--- config.mk ---
export PLATFORM = sky130hd
export DESIGN_NAME = header_extract_flat
export DESIGN_NICKNAME = d
export VERILOG_FILES = /design/src/rtl/header_extract_pkg.sv /design/src/rtl/header_extract_if.sv /design/src/rtl/header_extract_len_check.sv /design/src/rtl/header_extract.sv /design/src/flat_wrapper.sv
export SDC_FILE = /design/constraint.sdc
export NUM_CORES = 1
export LEC_CHECK = 0
export CORE_UTILIZATION = 30
export DETAILED_ROUTE_END_ITERATION = 10
export PLACE_DENSITY_LB_ADDON = 0.25
export RECOVER_POWER = 25
export SYNTH_ARGS = -nofsm -noshare
export SYNTH_HDL_FRONTEND = slang
export SYNTH_HIERARCHICAL = 1
export SYNTH_SLANG_ARGS = --single-unit
--- constraint.sdc ---
create_clock -name aclk -period 9.5 [get_ports aclk]
set_clock_uncertainty 0.15 [all_clocks]
set_input_delay 1.9 -clock aclk [delete_from_list [all_inputs] [get_ports aclk]]
set_output_delay 1.9 -clock aclk [all_outputs]
set_load 0.005 [all_outputs]
--- src/rtl/header_extract_pkg.sv ---
// ----------------------------------------------------------------------------
// header_extract_pkg : shared types and helpers for the header extractor
// Rev 1.0
// ----------------------------------------------------------------------------
`default_nettype none

package header_extract_pkg;

  typedef enum logic [0:0] {
    HEADER = 1'b0,
    DATA   = 1'b1
  } state_t;

  localparam int HDR_LSB   = 16;
  localparam int HDR_WIDTH = 16;
  localparam int KEEP_MAX  = 64;

  // Callers zero-extend their tkeep to KEEP_MAX bits.
  function automatic logic [HDR_WIDTH-1:0] keep_popcount(input logic [KEEP_MAX-1:0] keep);
    logic [HDR_WIDTH-1:0] cnt;
    cnt = '0;
    for (int i = 0; i < KEEP_MAX; i++) begin
      cnt = cnt + {{(HDR_WIDTH-1){1'b0}}, keep[i]};
    end
    return cnt;
  endfunction

endpackage

`default_nettype wire

--- src/rtl/header_extract_if.sv ---
// ----------------------------------------------------------------------------
// header_extract_if : framed input, payload output, meta output and error flag
// Rev 1.0
// ----------------------------------------------------------------------------
`default_nettype none

interface header_extract_if #(
  parameter int TDATA_BYTES = 8,
  parameter int TKEEP_WIDTH = TDATA_BYTES
);

  logic                     target_tvalid;
  logic                     target_tready;
  logic [8*TDATA_BYTES-1:0] target_tdata;
  logic [TKEEP_WIDTH-1:0]   target_tkeep;
  logic                     target_tlast;

  logic                     initiator_tvalid;
  logic                     initiator_tready;
  logic [8*TDATA_BYTES-1:0] initiator_tdata;
  logic [TKEEP_WIDTH-1:0]   initiator_tkeep;
  logic                     initiator_tlast;

  logic                     meta_tvalid;
  logic                     meta_tready;
  logic [15:0]              meta_tdata;

  logic                     len_err;

  modport slave (
    input  target_tvalid, target_tdata, target_tkeep, target_tlast,
    output target_tready,
    output initiator_tvalid, initiator_tdata, initiator_tkeep, initiator_tlast,
    input  initiator_tready,
    output meta_tvalid, meta_tdata,
    input  meta_tready,
    output len_err
  );

  modport master (
    output target_tvalid, target_tdata, target_tkeep, target_tlast,
    input  target_tready,
    input  initiator_tvalid, initiator_tdata, initiator_tkeep, initiator_tlast,
    output initiator_tready,
    input  meta_tvalid, meta_tdata,
    output meta_tready,
    input  len_err
  );

endinterface

`default_nettype wire

--- src/rtl/header_extract_len_check.sv ---
// ----------------------------------------------------------------------------
// header_extract_len_check : counts payload bytes and flags a header length mismatch
// Rev 1.0
// ----------------------------------------------------------------------------
`default_nettype none

module header_extract_len_check
  import header_extract_pkg::*;
#(
  parameter int TKEEP_WIDTH = 8
) (
  input  logic                   aclk,
  input  logic                   areset,
  input  logic                   hdr_hs,
  input  logic                   dat_hs,
  input  logic [HDR_WIDTH-1:0]   hdr_len,
  input  logic [TKEEP_WIDTH-1:0] keep,
  input  logic                   last,
  output logic                   len_err
);

  logic [HDR_WIDTH-1:0] r_count;
  logic [HDR_WIDTH-1:0] r_len;
  logic                 r_len_err;
  logic [HDR_WIDTH-1:0] w_count_next;
  logic                 w_mismatch;

  // The final beat's bytes are included before comparing, so compare against the next count.
  always_comb begin
    w_count_next = r_count + keep_popcount(KEEP_MAX'(keep));
    w_mismatch   = 1'b0;
    if (hdr_hs && last) begin
      w_mismatch = (hdr_len != '0);
    end else if (dat_hs && last) begin
      w_mismatch = (w_count_next != r_len);
    end
  end

  always_ff @(posedge aclk or posedge areset) begin
    if (areset) begin
      r_count   <= '0;
      r_len     <= '0;
      r_len_err <= 1'b0;
    end else begin
      r_len_err <= w_mismatch;
      if (hdr_hs) begin
        r_count <= '0;
        r_len   <= hdr_len;
      end else if (dat_hs) begin
        r_count <= w_count_next;
      end
    end
  end

  assign len_err = r_len_err;

endmodule

`default_nettype wire

--- src/rtl/header_extract.sv ---
// ----------------------------------------------------------------------------
// header_extract : strips the length header beat; optional check via HEADER_EXTRACT_LEN_CHECK_EN
// Rev 1.0
// ----------------------------------------------------------------------------
`default_nettype none

module header_extract
  import header_extract_pkg::*;
#(
  parameter int TDATA_BYTES = 8,
  parameter int TKEEP_WIDTH = TDATA_BYTES
) (
  input  logic           aclk,
  input  logic           areset,
  header_extract_if.slave bus
);

  state_t                   r_state;
  state_t                   w_state_next;
  logic                     w_tready;
  logic                     w_hs;
  logic                     w_hdr_hs;
  logic                     w_dat_hs;

  logic                     r_meta_valid;
  logic [HDR_WIDTH-1:0]     r_meta_data;
  logic                     r_init_valid;
  logic [8*TDATA_BYTES-1:0] r_init_data;
  logic [TKEEP_WIDTH-1:0]   r_init_keep;
  logic                     r_init_last;

  assign w_hs     = bus.target_tvalid && w_tready;
  assign w_hdr_hs = w_hs && (r_state == HEADER);
  assign w_dat_hs = w_hs && (r_state == DATA);

  always_ff @(posedge aclk or posedge areset) begin
    if (areset) begin
      r_state <= HEADER;
    end else begin
      r_state <= w_state_next;
    end
  end

  // An empty packet (header with tlast) keeps the FSM in HEADER.
  always_comb begin
    w_state_next = r_state;
    case (r_state)
      HEADER:  if (w_hdr_hs && !bus.target_tlast) w_state_next = DATA;
      DATA:    if (w_dat_hs && bus.target_tlast)  w_state_next = HEADER;
      default: w_state_next = HEADER;
    endcase
  end

  always_comb begin
    w_tready = 1'b0;
    case (r_state)
      HEADER:  w_tready = !r_meta_valid || bus.meta_tready;
      DATA:    w_tready = !r_init_valid || bus.initiator_tready;
      default: w_tready = 1'b0;
    endcase
  end

  always_ff @(posedge aclk or posedge areset) begin
    if (areset) begin
      r_meta_valid <= 1'b0;
      r_init_valid <= 1'b0;
    end else begin
      if (w_hdr_hs) begin
        r_meta_valid <= 1'b1;
      end else if (bus.meta_tready) begin
        r_meta_valid <= 1'b0;
      end
      if (w_dat_hs) begin
        r_init_valid <= 1'b1;
      end else if (bus.initiator_tready) begin
        r_init_valid <= 1'b0;
      end
    end
  end

  // Payload and meta holding registers need no reset; their valids qualify them.
  always_ff @(posedge aclk) begin
    if (w_hdr_hs) begin
      r_meta_data <= bus.target_tdata[HDR_LSB +: HDR_WIDTH];
    end
    if (w_dat_hs) begin
      r_init_data <= bus.target_tdata;
      r_init_keep <= bus.target_tkeep;
      r_init_last <= bus.target_tlast;
    end
  end

  assign bus.target_tready    = w_tready;
  assign bus.meta_tvalid      = r_meta_valid;
  assign bus.meta_tdata       = r_meta_data;
  assign bus.initiator_tvalid = r_init_valid;
  assign bus.initiator_tdata  = r_init_data;
  assign bus.initiator_tkeep  = r_init_keep;
  assign bus.initiator_tlast  = r_init_last;

`ifdef HEADER_EXTRACT_LEN_CHECK_EN
  header_extract_len_check #(
    .TKEEP_WIDTH(TKEEP_WIDTH)
  ) u_len_check (
    .aclk    (aclk),
    .areset  (areset),
    .hdr_hs  (w_hdr_hs),
    .dat_hs  (w_dat_hs),
    .hdr_len (bus.target_tdata[HDR_LSB +: HDR_WIDTH]),
    .keep    (bus.target_tkeep),
    .last    (bus.target_tlast),
    .len_err (bus.len_err)
  );
`else
  assign bus.len_err = 1'b0;
`endif

endmodule

`default_nettype wire

--- src/flat_wrapper.sv ---
// flat-port wrapper written by rule: the top's interface ports become plain ports
module header_extract_flat import header_extract_pkg::*;
#(
  parameter int TDATA_BYTES = 8,
  parameter int TKEEP_WIDTH = TDATA_BYTES
)
  (aclk, areset, bus_target_tvalid, bus_target_tdata, bus_target_tkeep, bus_target_tlast, bus_target_tready, bus_initiator_tvalid, bus_initiator_tdata, bus_initiator_tkeep, bus_initiator_tlast, bus_initiator_tready, bus_meta_tvalid, bus_meta_tdata, bus_meta_tready, bus_len_err);
  header_extract_if #(.TDATA_BYTES(TDATA_BYTES), .TKEEP_WIDTH(TKEEP_WIDTH)) bus_i ();
  input  logic aclk;
  input  logic areset;
  input wire logic [$bits(bus_i.target_tvalid)-1:0] bus_target_tvalid;
  input wire logic [$bits(bus_i.target_tdata)-1:0] bus_target_tdata;
  input wire logic [$bits(bus_i.target_tkeep)-1:0] bus_target_tkeep;
  input wire logic [$bits(bus_i.target_tlast)-1:0] bus_target_tlast;
  output wire logic [$bits(bus_i.target_tready)-1:0] bus_target_tready;
  output wire logic [$bits(bus_i.initiator_tvalid)-1:0] bus_initiator_tvalid;
  output wire logic [$bits(bus_i.initiator_tdata)-1:0] bus_initiator_tdata;
  output wire logic [$bits(bus_i.initiator_tkeep)-1:0] bus_initiator_tkeep;
  output wire logic [$bits(bus_i.initiator_tlast)-1:0] bus_initiator_tlast;
  input wire logic [$bits(bus_i.initiator_tready)-1:0] bus_initiator_tready;
  output wire logic [$bits(bus_i.meta_tvalid)-1:0] bus_meta_tvalid;
  output wire logic [$bits(bus_i.meta_tdata)-1:0] bus_meta_tdata;
  input wire logic [$bits(bus_i.meta_tready)-1:0] bus_meta_tready;
  output wire logic [$bits(bus_i.len_err)-1:0] bus_len_err;
  assign bus_i.target_tvalid = bus_target_tvalid;
  assign bus_i.target_tdata = bus_target_tdata;
  assign bus_i.target_tkeep = bus_target_tkeep;
  assign bus_i.target_tlast = bus_target_tlast;
  assign bus_target_tready = bus_i.target_tready;
  assign bus_initiator_tvalid = bus_i.initiator_tvalid;
  assign bus_initiator_tdata = bus_i.initiator_tdata;
  assign bus_initiator_tkeep = bus_i.initiator_tkeep;
  assign bus_initiator_tlast = bus_i.initiator_tlast;
  assign bus_i.initiator_tready = bus_initiator_tready;
  assign bus_meta_tvalid = bus_i.meta_tvalid;
  assign bus_meta_tdata = bus_i.meta_tdata;
  assign bus_i.meta_tready = bus_meta_tready;
  assign bus_len_err = bus_i.len_err;
  header_extract #(.TDATA_BYTES(TDATA_BYTES), .TKEEP_WIDTH(TKEEP_WIDTH)) u_core (.aclk(aclk), .areset(areset), .bus(bus_i));
endmodule
==> results of run 1 <==
==> synthesized netlist by cell type (all sizes together) <==
| cell | n | area share (%) |
|---|---|---|
| nand2 | 1 | 0.13 |
| o21ai | 3 | 0.53 |
| nor3b | 1 | 0.26 |
| dfrtp | 3 | 2.6 |
| edfxtp | 89 | 94 |
| nand2b | 2 | 0.71 |
| conb | 1 | 0.13 |
| nor2b | 1 | 0.31 |
| inv | 2 | 0.26 |
| buf | 1 | 0.26 |
| nor2 | 2 | 0.26 |
| a21oi | 2 | 0.35 |
==> per-stage QoR <==
stage / total power, uW / setup WS [ns] / cell area (um2) / utilization, %
5_1_grt: 911 / 4.22 / 4890 / 53.2
4_1_cts: 891 / 4.28 / 4890 / 53.2
3_5_place_dp: 621 / 4.29 / 4690 / 51.0
3_3_place_gp: 618 / 4.31 / 4690 / 51.0
2_1_floorplan: 525 / 3.83 / 2840 / -
6_report: 873 / 4.28 / 4890 / 53.2
==> metal layers <==
layer / share of wire, % / global-route usage, % / wire [um] / up-vias
met3: 15 / 8.71 / 963 / 5
li1: - / - / - / 784
met4: 0.62 / 4.41 / 41 / 0
met2: 46 / 21.4 / 3050 / 128
met5: 0 / 0 / 0 / -
met1: 38 / 15.4 / 2540 / 795
==> flip-flops by register name, summed over array words and instances, names as in the netlist, named ones only <==
name                         flops
u_core/bus.initiator_tdata      64
u_core/bus.initiator_tkeep       8
u_core/bus.initiator_tlast       1
u_core/bus.initiator_tvalid      1
u_core/bus.meta_tdata           16
u_core/bus.meta_tvalid           1
==> layout make-up <==
cell class	count	area, um2	area share (%)
Multi-Input combinational cell	13	88.8	1.81
Tap cell	111	139	2.84
Sequential cell	92	2750	56.1
Timing Repair Buffer	171	1710	34.9
Clock inverter	7	81.3	1.66
Inverter	2	7.51	0.153
Clock buffer	9	124	2.53
==> final timing paths <==
check	start	to	slack [ns]	cells past startpoint
worst min-delay path	u_core/bus.meta_tvalid$_DFFE_PP0P_	u_core/bus.meta_tvalid$_DFFE_PP0P_	0.43	2
max in group asynchronous	areset	u_core/bus.initiator_tvalid$_DFFE_PP0P_	7.36	2
worst max register to register	register	u_core/bus.initiator_tdata[15]$_DFFE_PP_	7.50	3
worst min register to register	u_core/bus.meta_tvalid$_DFFE_PP0P_	u_core/bus.meta_tvalid$_DFFE_PP0P_	0.43	2
min in group asynchronous	areset	async pin	1.71	2
worst max-delay path	bus_meta_tready	bus_target_tready	4.28	5
==> critical path, stage by stage <==
cell             delay [ns]
clkdlybuf4s50_1        0.47
nand2b_4               0.13
nor2_1                 0.04
a21oi_1                0.12
clkdlybuf4s50_1        0.51
==> cells by family after synthesis <==
kind of cell	Yosys count	share of synthesized area, %
buffers and inverters	3	0.529
AO/OA/AOI/OAI	5	0.881
flip-flops	92	96.8
other	1	0.132
AND/OR/NAND/NOR	7	1.67
==> cell usage in the layout, fill, tap and decap left out, types with 2 or more instances in the layout <==
| cell | n |
|---|---|
| dlygate4sd3_1 | 63 |
| a21oi_1 | 2 |
| inv_1 | 2 |
| edfxtp_1 | 89 |
| dfrtp_1 | 3 |
| o21ai_1 | 3 |
| buf_4 | 2 |
| inv_6 | 2 |
| clkinvlp_4 | 3 |
| clkbuf_8 | 9 |
| clkdlybuf4s50_1 | 106 |
==> power breakdown <==
part / switching [uW] / internal (uW)
clock network: 143 / 125
registers: 9.20 / 484
logic: 40.2 / 71.4
total: 193 / 680
==> flow_metrics.tcl, run 1 <==
set metrics [dict create \
    fillers 756 \
    dp_cells 389 \
    syn2layout_area_growth_pct 72.4 \
    startpoint_type "input pin" \
    grt_max_degree 74 \
    worstMarginPinSlew_ns 0.946 \
    p_leak_uw 0.00170 \
    core_area_um2 9200 \
    layout.nets 367 \
    synth-warning-count 6 \
    cts_setup_buffers 0 \
    cts_buffers 9 \
    dp_hpwl_mm 4.81 \
    grt_pass1_wl_mm 9.83 \
    layout.cells.non_filler 405 \
    wl_per_cell_um 16.3 \
    numClockSinks 92 \
    final-hold-violation-count 0 \
    irDropWorstVdd_v 0.0000872 \
    dieWidth_um 99.3 \
    ant_nets 0 \
    cp_max_fo 4 \
    diodes 0 \
    relSlewSlack_pct 36.9 \
    cts_resized 0 \
    dr.pass1.iters 6 \
    cap_violations 0 \
    start_util_pct 30.9 \
    ys_ff_latch 92 \
    drt_iter0_markers 36 \
    clock_path_buffers 2 \
    endpoint_kind "output port" \
    syn_area_per_cell_um2 26.3 \
    h-tree-depth 3 \
    required_ns 7.45 \
    min_path_type "reg -> reg" \
    syn_inst 108 \
    rsz0062_at_grt "false" \
    grt_overflow_total 0 \
    grt_pass1_vias 1782 \
    timing.hold.ws_ns 0.426 \
    die_height_um 99.3 \
    grt_usage_pct 13.7 \
    placementRows 35 \
    drive_above_1_share_pct 7.48 \
    path_clk_slew_ns 0.09 \
    port_buffers 169 \
    gp_congestion 0.695 \
    drcViolationCount 0 \
    worstSetupPathType "in -> out" \
    min_period_over_period_pct 55.0 \
    insertion_delay_ns 0.34 \
    cts_hold_buffers 0 \
    synth_area_um2 2840 \
    cts_tree "done" \
    tns_ns 0 \
    timing.fmax_mhz 192 \
    critical_path_arrival_ns 3.17 \
    p_per_area_nw_per_um2 178 \
    root_buffer "clkbuf_8" \
    maxSlewViolCount 0 \
    setup_violations 0 \
    dr_total_vias 1712 \
    syn_nets 186 \
    period_needed_ns 5.22 \
    synth.distinct_cells 13 \
    num_io_pins 171 \
    synth.yosys.seq_area_share_pct 96.8 \
    avgViaCountPerCell 4.23 \
    status "complete, no violations" \
    routed_wl_mm 6.59 \
    dieArea_um2 9860 \
    antenna_found_initial 0 \
]
No activity file was read; power rests on OpenSTA's default activity.
==> inputs of run 2 (changes only) <==
==> constraint.sdc (replaced) <==
create_clock -name aclk -period 4.95 [get_ports aclk]
set_clock_uncertainty 0.15 [all_clocks]
set_input_delay 0.99 -clock aclk [delete_from_list [all_inputs] [get_ports aclk]]
set_output_delay 0.99 -clock aclk [all_outputs]
set_load 0.005 [all_outputs]
==> run 2 against run 1 <==
Compared with the run above:
- via count rose by 1.8%
- cell area is 0.31% higher
- critical endpoint unchanged
- worst hold slack better by 0.0089 ns
- largest cell class unchanged
- setup slack lost 2.7 ns
==> flow_metrics.tcl, run 2 (same netlist as run 1, synthesis figures left out) <==
set metrics [dict create \
    cts_resized 0 \
    antenna_found_initial 0 \
    gr-usage-met1_pct 15.1 \
    worstMarginPinSlew_ns 0.508 \
    start_util_pct 30.9 \
    fin_util_pct 53.4 \
    top_usage_layer "met2" \
    p_leak_uw 0.00171 \
    largest_reg_flops 64 \
    use_met3_pct 6.68 \
    layout.nets 368 \
    tns_ns 0 \
    status "complete, no violations" \
    startpoint_type "input pin" \
    diodes 0 \
    p_per_area_nw_per_um2 345 \
    cap_violations 0 \
    layout_commonest_cell "clkdlybuf4s50_1" \
    cts_setup_buffers 0 \
    grt_max_degree 40 \
    numClockSinks 92 \
    insertion_delay_ns 0.34 \
    path_buf_inv 2 \
    cts_hold_buffers 0 \
    root_buffer "clkbuf_8" \
    wl_per_cell_um 15.9 \
    worstPathCellList "clkdlybuf4s50_1 > nand2b_4 > nor2_1 > a21oi_1 > clkdlybuf4s50_1" \
    core_area_um2 9200 \
    num_io_pins 171 \
    syn2layout_area_growth_pct 72.9 \
    h-tree-depth 3 \
    required_ns 3.81 \
    rsz0062_at_grt "false" \
    cts_buffers 9 \
    ant_nets 0 \
    endpoint_kind "output port" \
    period_needed_ns 3.40 \
    cts_tree "done" \
    dr.pass1.iters 6 \
    dieArea_um2 9860 \
    drcViolationCount 0 \
    path_clk_slew_ns 0.08 \
    critPathTopFamily "buffers and inverters" \
    routed_wl_mm 6.46 \
    drt_iter0_markers 44 \
    setup_violations 0 \
    min_period_over_period_pct 68.6 \
    grt_pass1_wl_mm 9.45 \
    irDropWorstVdd_v 0.000163 \
    dieWidth_um 99.3 \
    drive_above_1_share_pct 7.12 \
    critPathMostFrequentCell "clkdlybuf4s50_1" \
    critical_path_arrival_ns 2.26 \
    use_met2_pct 20.5 \
    worstSetupPathType "in -> out" \
    cp_max_fo 4 \
    placementRows 35 \
    final-hold-violation-count 0 \
    grt_usage_pct 13.1 \
    die_height_um 99.3 \
    grt_overflow_total 0 \
    max_stage_delay_ns 0.51 \
    relSlewSlack_pct 66.2 \
    maxSlewViolCount 0 \
    min_path_type "reg -> reg" \
    avgViaCountPerCell 4.29 \
    grt_pass1_vias 1725 \
    timing.fmax_mhz 294 \
    dp_hpwl_mm 4.72 \
    slowest_stage "clkdlybuf4s50_1" \
    clock_path_buffers 2 \
    gp_congestion 0.738 \
    dr_total_vias 1742 \
    port_buffers 169 \
    layout_common_cells "107 x clkdlybuf4s50_1, 89 x edfxtp_1, 62 x dlygate4sd3_1" \
]
==> run 2: cell types whose count changed in the layout (fill, tap and decap cells not counted), sizes merged <==
cell / previous run / this run
bufinv: 1 / 2
clkinvlp: 3 / 1
buf: 2 / 3
clkinv: 0 / 3
dlygate4sd3: 63 / 62
inv: 5 / 3
clkdlybuf4s50: 106 / 107
==> run 2: through the flow <==
stage	cells	hold WS, ns	total power, uW	setup slack, ns	cell area (um2)
2_1_floorplan	108	0.371	1010	0.191	2840
3_3_place_gp	390	0.394	1190	1.58	4700
3_5_place_dp	390	0.420	1190	1.57	4700
4_1_cts	406	0.437	1730	1.55	4910
5_1_grt	406	0.461	1760	1.52	4910
6_report	406	0.435	1690	1.55	4910
==> run 2: area by class of cell <==
type	count	area, um2
Fill cell	750	4290
Clock inverter	7	88.8
Inverter	2	7.51
Clock buffer	9	124
Tap cell	111	139
Sequential cell	92	2750
Timing Repair Buffer	172	1710
Multi-Input combinational cell	13	88.8
==> run 2: tightest hold or removal path, stage by stage, from the launching register on <==
cell and delay [ns]:
dfrtp_1 0.39, nand2b_4 0.07, o21ai_1 0.08
==> run 2: metal layers <==
layer,up-vias,routed length [um],part of all wire [%]
met4,0,63,0.98
li1,786,-,-
met2,124,2930,45
met5,-,0,0
met3,8,804,12
met1,824,2660,41
==> run 2: path summary, 6_finish.rpt <==
path	from	end	slack, ns	cells after the start
max	bus_meta_tready	bus_target_tready	1.55	5
min	u_core/bus.meta_tvalid$_DFFE_PP0P_	u_core/bus.meta_tvalid$_DFFE_PP0P_	0.44	2
max reg2reg	register	u_core/bus.initiator_tdata[61]$_DFFE_PP_	3.24	3
min reg2reg	u_core/bus.meta_tvalid$_DFFE_PP0P_	u_core/bus.meta_tvalid$_DFFE_PP0P_	0.44	2
max in group asynchronous	areset	u_core/bus.meta_tvalid$_DFFE_PP0P_	3.72	2
min in group asynchronous	areset	async pin	0.80	2
==> run 2: power breakdown <==
part	total, uW	switching [uW]	internal (uW)
logic	216	77.9	138
clock network	533	251	282
registers	945	17.7	927
total	1690	347	1350
==> inputs of run 3 (changes only) <==
==> constraint.sdc (replaced) <==
create_clock -name aclk -period 3 [get_ports aclk]
set_clock_uncertainty 0.15 [all_clocks]
set_input_delay 0.6 -clock aclk [delete_from_list [all_inputs] [get_ports aclk]]
set_output_delay 0.6 -clock aclk [all_outputs]
set_load 0.005 [all_outputs]
==> run 3 against run 2 <==
Compared with the run above:
- first-iteration DRC count is 36% lower
- combinational power is 66% higher
- setup slack worse by 1.2 ns
==> flow_metrics.tcl, run 3 (same netlist as run 1, synthesis figures left out) <==
set metrics [dict create \
    status "complete, no violations" \
    path_buf_inv 2 \
    worstSetupPathType "in -> out" \
    cts_setup_buffers 0 \
    dieArea_um2 9860 \
    worstRegToRegCells 3 \
    irDropWorstVdd_v 0.000247 \
    routed_wl_mm 6.53 \
    period_needed_ns 2.60 \
    grt_pass1_wl_mm 9.27 \
    power.total_uw 2640 \
    dp_hpwl_mm 4.67 \
    fillers 776 \
    start_util_pct 30.9 \
    startpoint_type "input pin" \
    layout_common_cells "106 x clkdlybuf4s50_1, 89 x edfxtp_1, 63 x dlygate4sd3_1" \
    min_path_type "in -> async" \
    wl_per_cell_um 16.1 \
    cts_resized 0 \
    syn2layout_area_growth_pct 71.6 \
    min_period_over_period_pct 86.6 \
    drt_iter0_markers 28 \
    placementRows 35 \
    insertion_delay_ns 0.34 \
    port_buffers 169 \
    critPathMostFrequentCell "clkdlybuf4s50_1" \
    grt_usage_pct 13.1 \
    multi_input_area_um2 88.8 \
    required_ns 2.25 \
    core_area_um2 9200 \
    crit_cells 5 \
    slowest_stage "clkdlybuf4s50_1" \
    root_buffer "clkbuf_8" \
    endpoint_kind "output port" \
    h-tree-depth 3 \
    clock_path_buffers 2 \
    layout.nets 367 \
    timing.fmax_mhz 385 \
    worstPathCellList "clkdlybuf4s50_1 > nand2b_4 > nor2_1 > a21oi_1 > clkdlybuf4s50_1" \
    grt_overflow_total 0 \
    cts_tree "done" \
    layout_commonest_cell "clkdlybuf4s50_1" \
    die_height_um 99.3 \
    drcViolationCount 0 \
    maxSlewViolCount 0 \
    num_io_pins 171 \
    final-hold-violation-count 0 \
    cts_buffers 9 \
    gp_congestion 0.718 \
    tns_ns 0 \
    largest_reg_flops 64 \
    cts_hold_buffers 0 \
    critPathTopFamily "buffers and inverters" \
    drive_above_1_share_pct 6.83 \
    cp_max_fo 4 \
    numClockSinks 92 \
    p_per_area_nw_per_um2 542 \
    grt_pass1_vias 1654 \
    dr_total_vias 1695 \
    avgViaCountPerCell 4.19 \
    p_leak_uw 0.00168 \
    dieWidth_um 99.3 \
    rsz0062_at_grt "false" \
    critical_path_arrival_ns 1.85 \
    path_clk_slew_ns 0.08 \
    regArea_um2 2750 \
    cap_violations 0 \
    ant_nets 0 \
    setup_violations 0 \
    antenna_found_initial 1 \
    max_stage_delay_ns 0.51 \
    grt_max_degree 74 \
    dr.pass1.iters 4 \
]
==> run 3: cell types whose count changed in the layout (fill, tap and decap cells not counted) <==
cell and delta:
diode_2 +1, clkdlybuf4s50_1 -1, clkinv_1 -2, clkbuf_1 +1, dlygate4sd3_1 +1, buf_4 -2, clkinvlp_4 +3, clkinv_2 -1
buf_12 +1, bufinv_16 -2
==> run 3: worst paths after layout <==
kind / start / to / slack, ns
max: bus_meta_tready / bus_target_tready / 0.40
min reg2reg: u_core/bus.meta_tvalid$_DFFE_PP0P_ / u_core/bus.meta_tvalid$_DFFE_PP0P_ / 0.43
min: areset / u_core/bus.meta_tvalid$_DFFE_PP0P_ / 0.40
min in group aclk: u_core/bus.meta_tvalid$_DFFE_PP0P_ / u_core/bus.meta_tvalid$_DFFE_PP0P_ / 0.43
max in group asynchronous: areset / u_core/bus.initiator_tvalid$_DFFE_PP0P_ / 2.16
max reg2reg: register / u_core/bus.initiator_tdata[50]$_DFFE_PP_ / 1.37
==> run 3: area by class of cell <==
| type | instances | area share, % |
|---|---|---|
| diodes | 1 | 0.0514 |
| multi-input cells | 13 | 1.82 |
| clock inverters | 5 | 0.796 |
| repair buffers | 171 | 35.3 |
| inverters | 2 | 0.154 |
| well taps | 111 | 2.85 |
| flip-flops and latches | 92 | 56.4 |
| clock buffers | 10 | 2.62 |
==> run 3: worst register-to-register path: stages (launching register included) <==
cell and delay [ns]:
dfrtp_1 0.46, nand2_1 0.14, nor2_4 0.12, buf_12 0.32
==> run 3: metrics by stage <==
stage	hold slack (ns)	area, um2	setup WS, ns	utilization [%]	cells
2_1_floorplan	0.204	2850	0.476	-	108
3_3_place_gp	0.406	4700	0.400	51.1	389
3_5_place_dp	0.420	4700	0.408	51.1	389
4_1_cts	0.245	4870	0.397	52.9	404
5_1_grt	0.394	4870	0.329	53.0	405
6_report	0.402	4870	0.402	53.0	405
==> run 3: report_power, final <==
group / switching [uW] / leakage [uW] / internal, uW / total [uW]
combinational: 129 / 0.000738 / 231 / 359
clock: 423 / 0.0000710 / 300 / 723
sequential: 27.9 / 0.000866 / 1530 / 1560
total: 580 / 0.00168 / 2060 / 2640
==> run 3: per-layer routing <==
metal / GRT usage (%) / routed length [um] / vias up
li1: - / - / 781
met3: 5.48 / 619 / 13
met2: 21.4 / 3170 / 103
met5: 0 / 0 / -
met4: 8.14 / 145 / 0
met1: 14.2 / 2590 / 798
